## src/rtl/fifo_pkg.sv

```systemverilog
// Shared types and constants for the parametrised synchronous FIFO family.
package fifo_pkg;

  localparam int FIFO_DEF_WIDTH = 8;
  localparam int FIFO_DEF_DEPTH = 16;

  // Occupancy must reach DEPTH itself, hence one bit more than the pointers.
  function automatic int cnt_width(input int depth);
    return $clog2(depth) + 1;
  endfunction

  typedef struct packed {
    logic overflow;
    logic underflow;
  } fifo_err_t;

endpackage

```

## src/rtl/fifo_mem.sv

```systemverilog
// DEPTH x WIDTH storage array: synchronous write, asynchronous read address, no reset.
module fifo_mem #(
  parameter int WIDTH = 8,
  parameter int DEPTH = 16
) (
  input  logic                     clk,
  input  logic                     i_wr_en,
  input  logic [$clog2(DEPTH)-1:0] i_waddr,
  input  logic [WIDTH-1:0]         i_wdata,
  input  logic [$clog2(DEPTH)-1:0] i_raddr,
  output logic [WIDTH-1:0]         o_rdata
);

  logic [WIDTH-1:0] r_mem [DEPTH];

  always_ff @(posedge clk) begin
    if (i_wr_en) begin
      r_mem[i_waddr] <= i_wdata;
    end
  end

  assign o_rdata = r_mem[i_raddr];

endmodule

```

## src/rtl/sync_fifo_param.sv

```systemverilog
// Parametrised synchronous FIFO with occupancy count, threshold flags and sticky errors.
// Define SYNC_FIFO_FWFT_EN for first-word-fall-through output; default is registered read.
module sync_fifo_param
  import fifo_pkg::*;
#(
  parameter int WIDTH    = FIFO_DEF_WIDTH,
  parameter int DEPTH    = FIFO_DEF_DEPTH,
  parameter int AF_LEVEL = DEPTH - 2,
  parameter int AE_LEVEL = 2
) (
  input  logic                         clk,
  input  logic                         rst,
  input  logic                         we,
  input  logic [WIDTH-1:0]             wdata,
  input  logic                         re,
  output logic [WIDTH-1:0]             rdata,
  output logic                         rvalid,
  output logic                         full,
  output logic                         empty,
  output logic                         almost_full,
  output logic                         almost_empty,
  output logic [cnt_width(DEPTH)-1:0]  count,
  output logic                         overflow,
  output logic                         underflow,
  input  logic                         clr_err
);

  localparam int AW = $clog2(DEPTH);
  localparam int CW = cnt_width(DEPTH);
  localparam logic [CW-1:0] C_DEPTH = CW'(DEPTH);
  localparam logic [CW-1:0] C_AF    = CW'(AF_LEVEL);
  localparam logic [CW-1:0] C_AE    = CW'(AE_LEVEL);

  logic [AW-1:0]    r_wptr;
  logic [AW-1:0]    r_rptr;
  logic [CW-1:0]    r_count;
  fifo_err_t        r_err;
  logic             w_full;
  logic             w_empty;
  logic             w_wr_ok;
  logic             w_rd_ok;
  logic [WIDTH-1:0] w_mem_rdata;

  // Flags decode the registered count only; pointers alone cannot tell full from empty.
  assign w_full       = (r_count == C_DEPTH);
  assign w_empty      = (r_count == '0);
  assign w_wr_ok      = we && !w_full;
  assign w_rd_ok      = re && !w_empty;

  assign full         = w_full;
  assign empty        = w_empty;
  assign almost_full  = (r_count >= C_AF);
  assign almost_empty = (r_count <= C_AE);
  assign count        = r_count;
  assign overflow     = r_err.overflow;
  assign underflow    = r_err.underflow;

  fifo_mem #(
    .WIDTH (WIDTH),
    .DEPTH (DEPTH)
  ) u_mem (
    .clk     (clk),
    .i_wr_en (w_wr_ok),
    .i_waddr (r_wptr),
    .i_wdata (wdata),
    .i_raddr (r_rptr),
    .o_rdata (w_mem_rdata)
  );

  always_ff @(posedge clk or negedge rst) begin
    if (!rst) begin
      r_wptr  <= '0;
      r_rptr  <= '0;
      r_count <= '0;
    end else begin
      if (w_wr_ok) begin
        r_wptr <= r_wptr + AW'(1);
      end
      if (w_rd_ok) begin
        r_rptr <= r_rptr + AW'(1);
      end
      if (w_wr_ok && !w_rd_ok) begin
        r_count <= r_count + CW'(1);
      end else if (!w_wr_ok && w_rd_ok) begin
        r_count <= r_count - CW'(1);
      end
    end
  end

  // A new error in the same cycle as clr_err keeps the flag set.
  always_ff @(posedge clk or negedge rst) begin
    if (!rst) begin
      r_err <= '0;
    end else begin
      if (we && w_full) begin
        r_err.overflow <= 1'b1;
      end else if (clr_err) begin
        r_err.overflow <= 1'b0;
      end
      if (re && w_empty) begin
        r_err.underflow <= 1'b1;
      end else if (clr_err) begin
        r_err.underflow <= 1'b0;
      end
    end
  end

`ifdef SYNC_FIFO_FWFT_EN
  assign rdata  = w_mem_rdata;
  assign rvalid = !w_empty;
`else
  logic [WIDTH-1:0] r_rdata;
  logic             r_rvalid;

  always_ff @(posedge clk or negedge rst) begin
    if (!rst) begin
      r_rdata  <= '0;
      r_rvalid <= 1'b0;
    end else begin
      r_rvalid <= w_rd_ok;
      if (w_rd_ok) begin
        r_rdata <= w_mem_rdata;
      end
    end
  end

  assign rdata  = r_rdata;
  assign rvalid = r_rvalid;
`endif

endmodule

```

## config.mk

```make
export PLATFORM = sky130hd
export DESIGN_NAME = sync_fifo_param
export DESIGN_NICKNAME = d
export VERILOG_FILES = /design/src/rtl/fifo_pkg.sv /design/src/rtl/fifo_mem.sv /design/src/rtl/sync_fifo_param.sv
export SDC_FILE = /design/constraint.sdc
export NUM_CORES = 1
export LEC_CHECK = 0
export ABC_CLOCK_PERIOD_IN_PS = 3280
export BUFFER_PORTS_ARGS = -buffer_cell sky130_fd_sc_hd__buf_2
export CAP_MARGIN = 20
export CELL_PAD_IN_SITES_DETAIL_PLACEMENT = 1
export CELL_PAD_IN_SITES_GLOBAL_PLACEMENT = 1
export CORE_MARGIN = 1
export CORE_UTILIZATION = 53
export CTS_CLUSTER_SIZE = 25
export DETAILED_ROUTE_END_ITERATION = 6
export PLACE_DENSITY = 0.87
export SLEW_MARGIN = 20
export SYNTH_ARGS = -nofsm -noshare
export SYNTH_HDL_FRONTEND = slang
export SYNTH_SLANG_ARGS = --single-unit
```

## constraint.sdc

```tcl
create_clock -name clk -period 3.28 [get_ports clk]
set_input_delay 0.164 -clock clk [delete_from_list [all_inputs] [get_ports clk]]
set_output_delay 0.164 -clock clk [all_outputs]
set_load 0.02 [all_outputs]
```

==> run metrics, run 1 <==
status complete, no violations; RSZ-0062 raised after global routing no; WP data required roughly 3600 ps; die area 0.0119 mm^2; PwrDens approximately 940 mW/mm^2; number of inserted diodes 0; filler instances 939; commonest non-fill, non-tap cells in the layout edfxtp_1 (128), mux4_2 (32), buf_2 (32); Max Cap Viol 0; Placer Congestion 0.764; mapped cell area between 0.006 and 0.007 mm^2; part of the power in registers 40.6%; Hold Vio Cnt, Final 0; Logic pwr share 27.5%; FP Rows 38; Die Ht ~110 um; crit path DAT between 3000 and 4000 ps; Period minus WS final roughly 2800 ps; Max-slew headroom between 30% and 40%; Avg Cell Area, Syn 19.4 um^2; Num CTS Buffers 17; Die X-Extent ~110 um; FF+latch count, synth 152; ratio of cells with drive above 1 in the final layout between 20 and 30%; CTS Buffer Depth 2; first-pass GRT wire length around 20 mm; Port Buffers 32; Final period util a little over four fifths; vias per inst ~6; largest net degree at the start of global routing 25; core area 0.0110 mm^2; crit path max fanout 7; WL per Instance ~26 um; total gr overflow 0; Yosys warning count 0; leakage power approximately 2.5 nW; CTS sink cnt ~150; share of the synthesized area in the top cell type a little over three fifths; H-Tree Depth 4; dpl hpwl 7.94 mm; Synth cell types 35; fmax ~360 MHz; number of global-route vias before repair about 3300; register area share after synthesis between 70% and 80%; Sw Share 30.4%; Sequential Area 0.00444 mm^2; worst skew pair latency 420 ps; Initial Utilization 55.3%; commonest non-fill, non-tap cell in the layout edfxtp_1; Setup TNS Final 0 ps; Post-Syn Instances between 300 and 400; Nets 388; Final Setup Violations 0; via count 3096; Net Switching about 2.0 mW; initial antenna violation count 0; peak supply drop ~0.00052 V; Worst Hold Depth 2; internal power roughly 4.7 mW; Critical Path End Type flop; GRT Overall Usage about 25%; final setup margin about 510 ps; Worst setup SP type flop; worst r2r path cells 9; I/O Pins 33; Initial DRC Count roughly 220; final wirelength ~13 mm; top post-synthesis cells by area edfxtp_1 (63%), mux4_2 (12%), dfrtp_1 (9.9%); DP Worst Slack about 490 ps; Antenna Nets Post-Route 0; clock skew about 6.3 ps; Crit Path Category flop to flop; post_cts resized 0; Clk network pwr share 31.9%; DRC 0; Area Overhead vs Synth 16.4%; setup bufs post-CTS 0; post-synth top area cell edfxtp_1; multi-input logic area ~0.0015 mm^2; worst min-delay path category input port to flop; Synth Net Count between 300 and 400; clock root buffer clkbuf_16; DRT Pass-1 Iters 4; CTS tree built; Worst Tran Pin Value just over 900 ps; final slew viol count 0; Clock transition at path regs 60 ps
[power groups by stage]
stage | Clock, mW | Sequential [mW] | Combinational (mW)
floorplan | 0 | 2.67 | 1.34
global route | 2.21 | 2.76 | 1.99
detailed placement | 0 | 2.74 | 1.82
CTS | 2.16 | 2.72 | 1.87
global placement | 0 | 2.70 | 1.73
finish | 2.13 | 2.71 | 1.84
[state kept, by name (all words and copies together) (netlist names)]
register	flops
rvalid	1
overflow	1
rdata	8
count	5
r_rptr	4
u_mem.r_mem	128
r_wptr	4
underflow	1
[metal layers]
layer	track usage [%]	wire, um	share of wire [%]
met1	31.8	5510	42
met2	42.4	6880	52
met3	5.62	625	4.7
met4	8.29	177	1.3
met5	0	0	0
[Yosys cell counts]
master	n
a21o_1	2
nand2b_1	2
mux4_2	32
xnor2_1	9
fa_1	1
o221ai_1	7
nor4_1	1
clkbuf_1	1
o21ai_4	1
nand2b_4	1
buf_4	2
buf_6	3
nand3_1	1
dfrtp_1	24
nand4_2	1
nand4_1	1
xor2_1	1
a2111oi_0	1
o21ai_0	4
a21boi_2	1
a21oi_1	2
mux2i_1	17
inv_4	1
nand2_1	21
buf_1	3
nor2_1	16
nand2_4	1
nor3_1	4
ha_1	9
edfxtp_1	128
a22o_1	2
or4_4	1
mux2_2	2
buf_2	6
inv_1	5
[timing repair]
| item | 4_1_cts | 5_1_grt |
|---|---|---|
| setup endpoints to repair | 0 | 0 |
| hold endpoints to repair | 25 | 0 |
| hold buffers | 2 | 0 |
[stage by stage]
step	hold slack, ps	util (%)	cell area (um^2)	power (mW)	instances
final	32.1	64.3	7090	6.68	517
after global routing	20.0	64.3	7090	6.96	517
after CTS	12.5	64.3	7090	6.74	517
after detailed placement	199	58.3	6430	4.55	484
after global placement	186	58.3	6430	4.43	484
after floorplan	-132	-	6090	4.01	314
[layout make-up]
class | instances | share of cell area, %
Sequential cell | 152 | 62.7
Multi-Input combinational cell | 141 | 21.6
Clock buffer | 19 | 6.10
Timing Repair Buffer | 47 | 3.92
Clock inverter | 12 | 2.89
Tap cell | 140 | 2.47
Inverter | 6 | 0.353
[worst paths after layout]
path | start | to | slack, ps
min in group asynchronous | rst | count[0] | 280
max reg2reg | count[0] | count[4] | 510
min reg2reg | rdata[5] | rdata[5] | 490
min | re | underflow | 30
max in group asynchronous | rst | rdata[1] | 2610
max | count[0] | count[4] | 510
[kinds of logic (layout without fill, tap and decap cells)]
family                   Yosys count  count (layout)  share of synthesized area [%]
buffers and inverters             21              84                           1.95
multiplexers                      51              51                           15.0
XOR/XNOR                          10              10                           1.44
flip-flops                       152             152                           72.9
AO/OA/AOI/OAI                     20              20                           2.63
AND/OR/NAND/NOR                   50              50                           3.90
adder cells (fa/ha/maj)           10              10                           2.18
[worst max-delay path, stage by stage, from the launching register on]
cell	delay [ps]
dfrtp_1	460
or4_4	600
o21ai_4	150
ha_1	170
inv_1	100
fa_1	430
a21o_1	210
a21oi_1	170
mux2i_1	240
xnor2_1	140
No activity file was read; power rests on OpenSTA's default activity.
==> inputs of run 2 (changes only) <==
Settings changed: ABC_AREA from default to 1, ABC_CLOCK_PERIOD_IN_PS 3280 to 2400, CORE_UTILIZATION 53 to 44, PLACE_DENSITY 0.87 to 0.84.
Clock period 3.28 ns to 2.4 ns, I/O delays scaled along.
==> run 2 against run 1 <==
Sequential power up 31%. Largest cell class unchanged. Cell count up 76%. Global-route usage down 0.75 points. Highest routed layer unchanged. Critical path depth up 4.
==> run metrics, run 2 <==
peak supply drop about 0.00065 V; Net Switching ~3.7 mW; mapped cell area slightly below 0.007 mm^2; Nets around 740; final wirelength about 18 mm; ratio of cells with drive above 1 in the final layout a little under an eighth; Reg with most FFs u_mem.r_mem; crit path DAT 2560 ps; Period minus WS final 2190 ps; main flop type after synthesis edfxtp_1; ys async rst share ~16%; Clock transition at path regs ~60 ps; RSZ-0062 raised after global routing no; commonest non-fill, non-tap cell in the layout nand2_1; Avg Cell Area, Syn 10.1 um^2; DP Worst Slack between 150 and 200 ps; Worst Tran Pin Value around 830 ps; Sw Share just under 40%; CTS Buffer Depth 2; clock root buffer clkbuf_16; worst min-delay path category input port to flop; post-synth top area cell edfxtp_1; vias per inst 5.22; Placer Congestion approximately 0.9; Antenna Nets Post-Route 0; final core occ 52.2%; filler instances ~1600; H-Tree Depth 4; FF+latch count, synth between 150 and 200; Crit Path Category flop to flop; die area roughly 0.016 mm^2; Total Power 9.43 mW; Die X-Extent 126 um; Logic pwr share a little under two fifths; Yosys warning count 0; commonest non-fill, non-tap cells in the layout nand2_1 (217), edfxtp_1 (128), inv_1 (113); initial antenna violation count 0; first-pass GRT wire length about 28 mm; Synth Net Count 691; register area share after synthesis between 60% and 70%; Cell Area, Placed 0.00708 mm^2; largest net degree at the start of global routing 37; top post-synthesis cells by area edfxtp_1 (57%), nand2_1 (12%), dfrtp_1 (8.9%); Synth top cells by count nand2_1 (218), edfxtp_1 (128), inv_1 (114); max FFs per register between 100 and 150; via count approximately 4800; Hold Vio Cnt, Final 0; fin area roughly 0.0077 mm^2; CTS sink cnt 152; final setup margin slightly above 200 ps; Clk network pwr share roughly a quarter; Post-synth EDFFs 128; number of inserted diodes 0; part of the power in registers 37.6%; most frequent cell after synthesis nand2_1; I/O Pins 33; share of the synthesized area in the top cell type 57.2%; leakage power approximately 3.5 nW; Area Overhead vs Synth 14.1%; Final period util approximately nine tenths; number of global-route vias before repair 5210; Worst setup SP type flop; Die Ht approximately 130 um; Synth cell types 21; DRT Pass-1 Iters 4; Setup TNS Final 0 ps; Initial Utilization a little under half; Post-Syn Instances 668; Max Cap Viol 0; status complete, no violations; fmax ~460 MHz; WL per Instance approximately 19 um; CTS tree built; dpl hpwl ~11 mm; Max-slew headroom 44.5%; Port Buffers 32; clock skew slightly above 7 ps; final slew viol count 0; internal power 5.73 mW; core area ~0.015 mm^2; PwrDens roughly 1200 mW/mm^2; Final Setup Violations 0; Initial DRC Count 409; Num CTS Buffers 17; Critical Path End Type flop; total gr overflow 0; GRT Overall Usage roughly 24%; DRC 0; FP Rows 44; WP data required around 2800 ps; worst skew pair latency 420 ps; crit path max fanout 5
-- run 2: changes by cell type in the layout (fill, tap and decap cells not counted), moves of 4 or more --
cell and delta:
inv_1 +108, o221ai_1 -7, dfrtp_2 +4, nand2_1 +196
dfrtp_1 -4, mux4_2 -32, nor3_1 -4, mux2i_1 -17
nand3_1 +98, nor2_1 +5, xnor2_1 -8, xor2_1 +7
bufinv_16 -5, buf_4 +5
-- run 2: cells by family after synthesis --
logic type | after synthesis | share of synthesized area [%]
and+or+nand+nor | 342 | 21.0
adders and majority gates | 10 | 1.97
DFF | 152 | 66.1
buffers and inverters | 144 | 8.89
AOI/OAI and AO/OA | 11 | 0.874
xor gates and xnor gates | 9 | 1.17
-- run 2: worst max-delay path, stage by stage (launching register included) --
cell and delay (ps):
dfrtp_2 450, nor2_4 140, nand3_1 120, nand2_2 120, inv_1 70, ha_1 220, inv_2 110, ha_1 270
a21oi_1 140, nor2_1 60, nor2_1 120, xor2_1 180, nand2_1 70, nand2_1 50
-- run 2: final cells by class --
type | instances | area [um^2] | share of cell area (%)
clock inverters | 11 | 82.6 | 1.08
repair buffers | 54 | 335 | 4.37
flip-flops and latches | 152 | 4450 | 58.0
multi-input cells | 372 | 1700 | 22.1
inverters | 117 | 439 | 5.72
clock buffers | 21 | 440 | 5.74
well taps | 184 | 230 | 3.00
-- run 2: power groups by stage --
stage	clock network, mW	registers [mW]	logic (mW)
after floorplan	0	3.65	2.16
after global placement	0	3.53	3.18
after detailed placement	0	3.57	3.34
after CTS	2.44	3.53	3.44
after global routing	2.51	3.58	3.84
final	2.40	3.54	3.49
-- run 2: timing repair --
| action | CTS | global route |
|---|---|---|
| gates resized for setup | 1 | 8 |
| endpoints found under the setup margin | 1 | 10 |
| hold buffers | 4 | 0 |
| hold endpoints to repair | 26 | 0 |
| buffers inserted | 0 | 2 |
-- run 2: worst paths after layout --
| check | start | depth (start not counted) | slack [ps] | end |
|---|---|---|---|---|
| setup / recovery | count[3] | 13 | 210 | count[4] |
| hold / removal | we | 3 | 50 | r_wptr[0] |
| setup reg to reg | count[3] | 13 | 210 | count[4] |
| hold reg to reg | rdata[7] | 2 | 480 | rdata[7] |
| max in group asynchronous | rst | 2 | 1750 | count[3] |
| min in group asynchronous | rst | 2 | 230 | rdata[1] |
-- run 2: through the flow --
step / instances / hold WS, ps
global route: 911 / 63.3
finish: 911 / 53.3
detailed placement: 873 / 158
global placement: 873 / 126
floorplan: 668 / -176
CTS: 909 / 96.2
-- run 2: per-layer routing --
| layer | vias to the layer above | wire [um] | global-route usage [%] | part of all wire [%] |
|---|---|---|---|---|
| li1 | 2221 | - | - | - |
| met1 | 2367 | 6990 | 28.5 | 39 |
| met2 | 129 | 9340 | 43.2 | 53 |
| met3 | 34 | 892 | 4.04 | 5.0 |
| met4 | 0 | 474 | 10.8 | 2.7 |
| met5 | - | 0 | 0 | 0 |
==> inputs of run 3 (changes only) <==
--- a/config.mk
+++ b/config.mk
@@ -6,5 +6,4 @@
 export NUM_CORES = 1
 export LEC_CHECK = 0
-export ABC_AREA = 1
 export ABC_CLOCK_PERIOD_IN_PS = 2400
 export BUFFER_PORTS_ARGS = -buffer_cell sky130_fd_sc_hd__buf_2
@@ -13,5 +12,5 @@
 export CELL_PAD_IN_SITES_GLOBAL_PLACEMENT = 1
 export CORE_MARGIN = 1
-export CORE_UTILIZATION = 44
+export CORE_UTILIZATION = 48
 export CTS_CLUSTER_SIZE = 25
 export DETAILED_ROUTE_END_ITERATION = 6
==> constraint.sdc (replaced) <==
create_clock -name clk -period 2.4 [get_ports clk]
set_input_delay 0.12 -clock clk [delete_from_list [all_inputs] [get_ports clk]]
set_output_delay 0.12 -clock clk [all_outputs]
set_load 0.05 [all_outputs]
==> run 3 against run 2 <==
The flow now finishes with violations (negative setup slack). Clock power is 24% higher. Clock-buffer cell count down 3. Sequential power grew 1%. Critical path depth fell by 4. Die area decreased by 17%. Global-route usage decreased by 1.1 points. Fmax shrank 11%. Non-clock buffer count did not move. Critical endpoint unchanged. Sequential cell count is the same.
==> run metrics, run 3 (synthesized netlist as in run 1, its figures left out) <==
clock skew 7.63 ps; WL per Instance about 25 um; Final Setup Violations 1; clock root buffer clkbuf_16; CTS tree built; FP Rows 40; Worst Tran Pin Value about 830 ps; Sw Share between 30% and 40%; Port Buffers 32; Net Switching approximately 3.3 mW; part of the power in registers a little under two fifths; number of global-route vias before repair around 3500; worst min-delay path category input port to flop; largest net degree at the start of global routing 28; final slew viol count 0; Placer Congestion around 0.76; dpl hpwl 8.41 mm; crit path DAT approximately 2800 ps; Max Cap Viol 0; commonest non-fill, non-tap cell in the layout edfxtp_1; Die X-Extent between 100 and 150 um; Met2 Wirelength roughly 7.1 mm; die area between 0.01 and 0.015 mm^2; max FFs per register roughly 130; Num CTS Buffers 17; leakage power 2.59 nW; initial antenna violation count 0; final core occ between 50% and 60%; Area Overhead vs Synth 19.9%; crit path max fanout 5; via count approximately 3100; failing checks negative setup slack; WP data required ~2700 ps; multi-input logic area ~0.0016 mm^2; Die Ht ~110 um; DP Worst Slack -69.8 ps; vias per inst ~5.7; Cell Area, Placed approximately 0.0066 mm^2; ratio of cells with drive above 1 in the final layout between 30% and 40%; Logic pwr share between 30% and 40%; status complete, but fails checks; total gr overflow 0; Clock transition at path regs 60 ps; fin area 0.00730 mm^2; final wirelength about 14 mm; commonest non-fill, non-tap cells in the layout edfxtp_1 (128), mux4_2 (32), buf_2 (32); Reg with most FFs u_mem.r_mem; Final period util 102%; post-route insts no fill 553; I/O Pins 33; GRT Overall Usage 23.0%; Period minus WS final approximately 2500 ps; RSZ-0062 raised after global routing yes; worst skew pair latency approximately 430 ps; Setup TNS Final -53.1 ps; first-pass GRT wire length 20.7 mm; PwrDens between 1000 and 1500 mW/mm^2; met3 wire len around 550 um; CTS sink cnt between 150 and 200; final setup margin -53.1 ps; fmax between 400 and 500 MHz; Clk network pwr share between 30% and 40%; Antenna Nets Post-Route 0; Max Used Layer met4; H-Tree Depth 4; peak supply drop 0.000685 V; DRC 0; Nets 395; Max-slew headroom about 44%; internal power 6.48 mW; core area approximately 0.012 mm^2; Critical Path End Type flop; Hold Vio Cnt, Final 0; Worst setup SP type flop; Sequential Area between 0.004 and 0.005 mm^2; Initial Utilization about half; dpl cells approximately 520; number of inserted diodes 0; filler instances about 1100; Initial DRC Count about 190; CTS Buffer Depth 2; DRT Pass-1 Iters 4; Crit Path Category flop to flop; Met1 Wirelength ~5.6 mm
-- run 3: cell types whose count changed in the layout (fill, tap and decap cells not counted), moves of 4 or more --
| cell | change |
|---|---|
| mux2i_1 | +17 |
| nand2_1 | -196 |
| nand3_1 | -98 |
| mux4_2 | +32 |
| clkinv_1 | -5 |
| nor3_2 | +4 |
| clkbuf_1 | -4 |
| nor2_2 | +10 |
| xnor2_1 | +8 |
| bufinv_16 | +4 |
| xor2_1 | -7 |
| nor2_1 | -16 |
| inv_1 | -109 |
| o221ai_1 | +7 |
-- run 3: power by group through the flow --
stage               logic [mW]  registers [mW]  clock network (mW)
finish                    3.20            3.58                2.97
CTS                       3.21            3.58                2.99
floorplan                 1.92            3.93                   0
global placement          3.03            3.56                   0
detailed placement        3.16            3.61                   0
global route              3.41            3.62                3.08
-- run 3: layer usage --
layer	global-route usage, %	vias to the layer above
met1	28.2	1652
met2	39.2	106
li1	-	1364
met3	4.71	20
met4	11.3	0
met5	0	-
-- run 3: cell type report --
type | instances | share of cell area [%]
inverters | 6 | 0.377
flip-flops and latches | 152 | 60.9
clock inverters | 14 | 2.98
well taps | 168 | 2.88
multi-input cells | 141 | 21.9
repair buffers | 54 | 4.90
clock buffers | 18 | 6.01
-- run 3: worst paths after layout --
path | from | to | slack, ps | cells after the start
worst max-delay path | count[2] | count[4] | -50 | 9
worst min-delay path | clr_err | overflow | 30 | 3
worst max register to register | count[2] | count[4] | -50 | 9
worst min register to register | underflow | underflow | 510 | 1
max in group asynchronous | rst | count[2] | 1770 | 2
min in group asynchronous | rst | rdata[6] | 220 | 2
-- run 3: stage by stage --
| stage | power (mW) | hold WS, ps |
|---|---|---|
| global route | 10.1 | 58.9 |
| floorplan | 5.85 | -176 |
| finish | 9.74 | 34.5 |
| global placement | 6.59 | 146 |
| detailed placement | 6.77 | 161 |
| CTS | 9.78 | 22.0 |
-- run 3: what timing repair did --
item / 4_1_cts / 5_1_grt
hold endpoints to repair: 26 / 0
buffers inserted: 1 / 0
setup endpoints to repair: 16 / 71
resized for setup: 2 / 13
hold buffers: 3 / 0
pin swaps: 3 / 1
-- run 3: worst max-delay path: stages, from the launching register on --
cell and delay, ps:
dfrtp_2 400, or4_4 550, o21ai_4 180, ha_4 170, inv_4 50, fa_2 340, a21o_1 180, a21oi_2 140
mux2i_1 230, xnor2_1 140
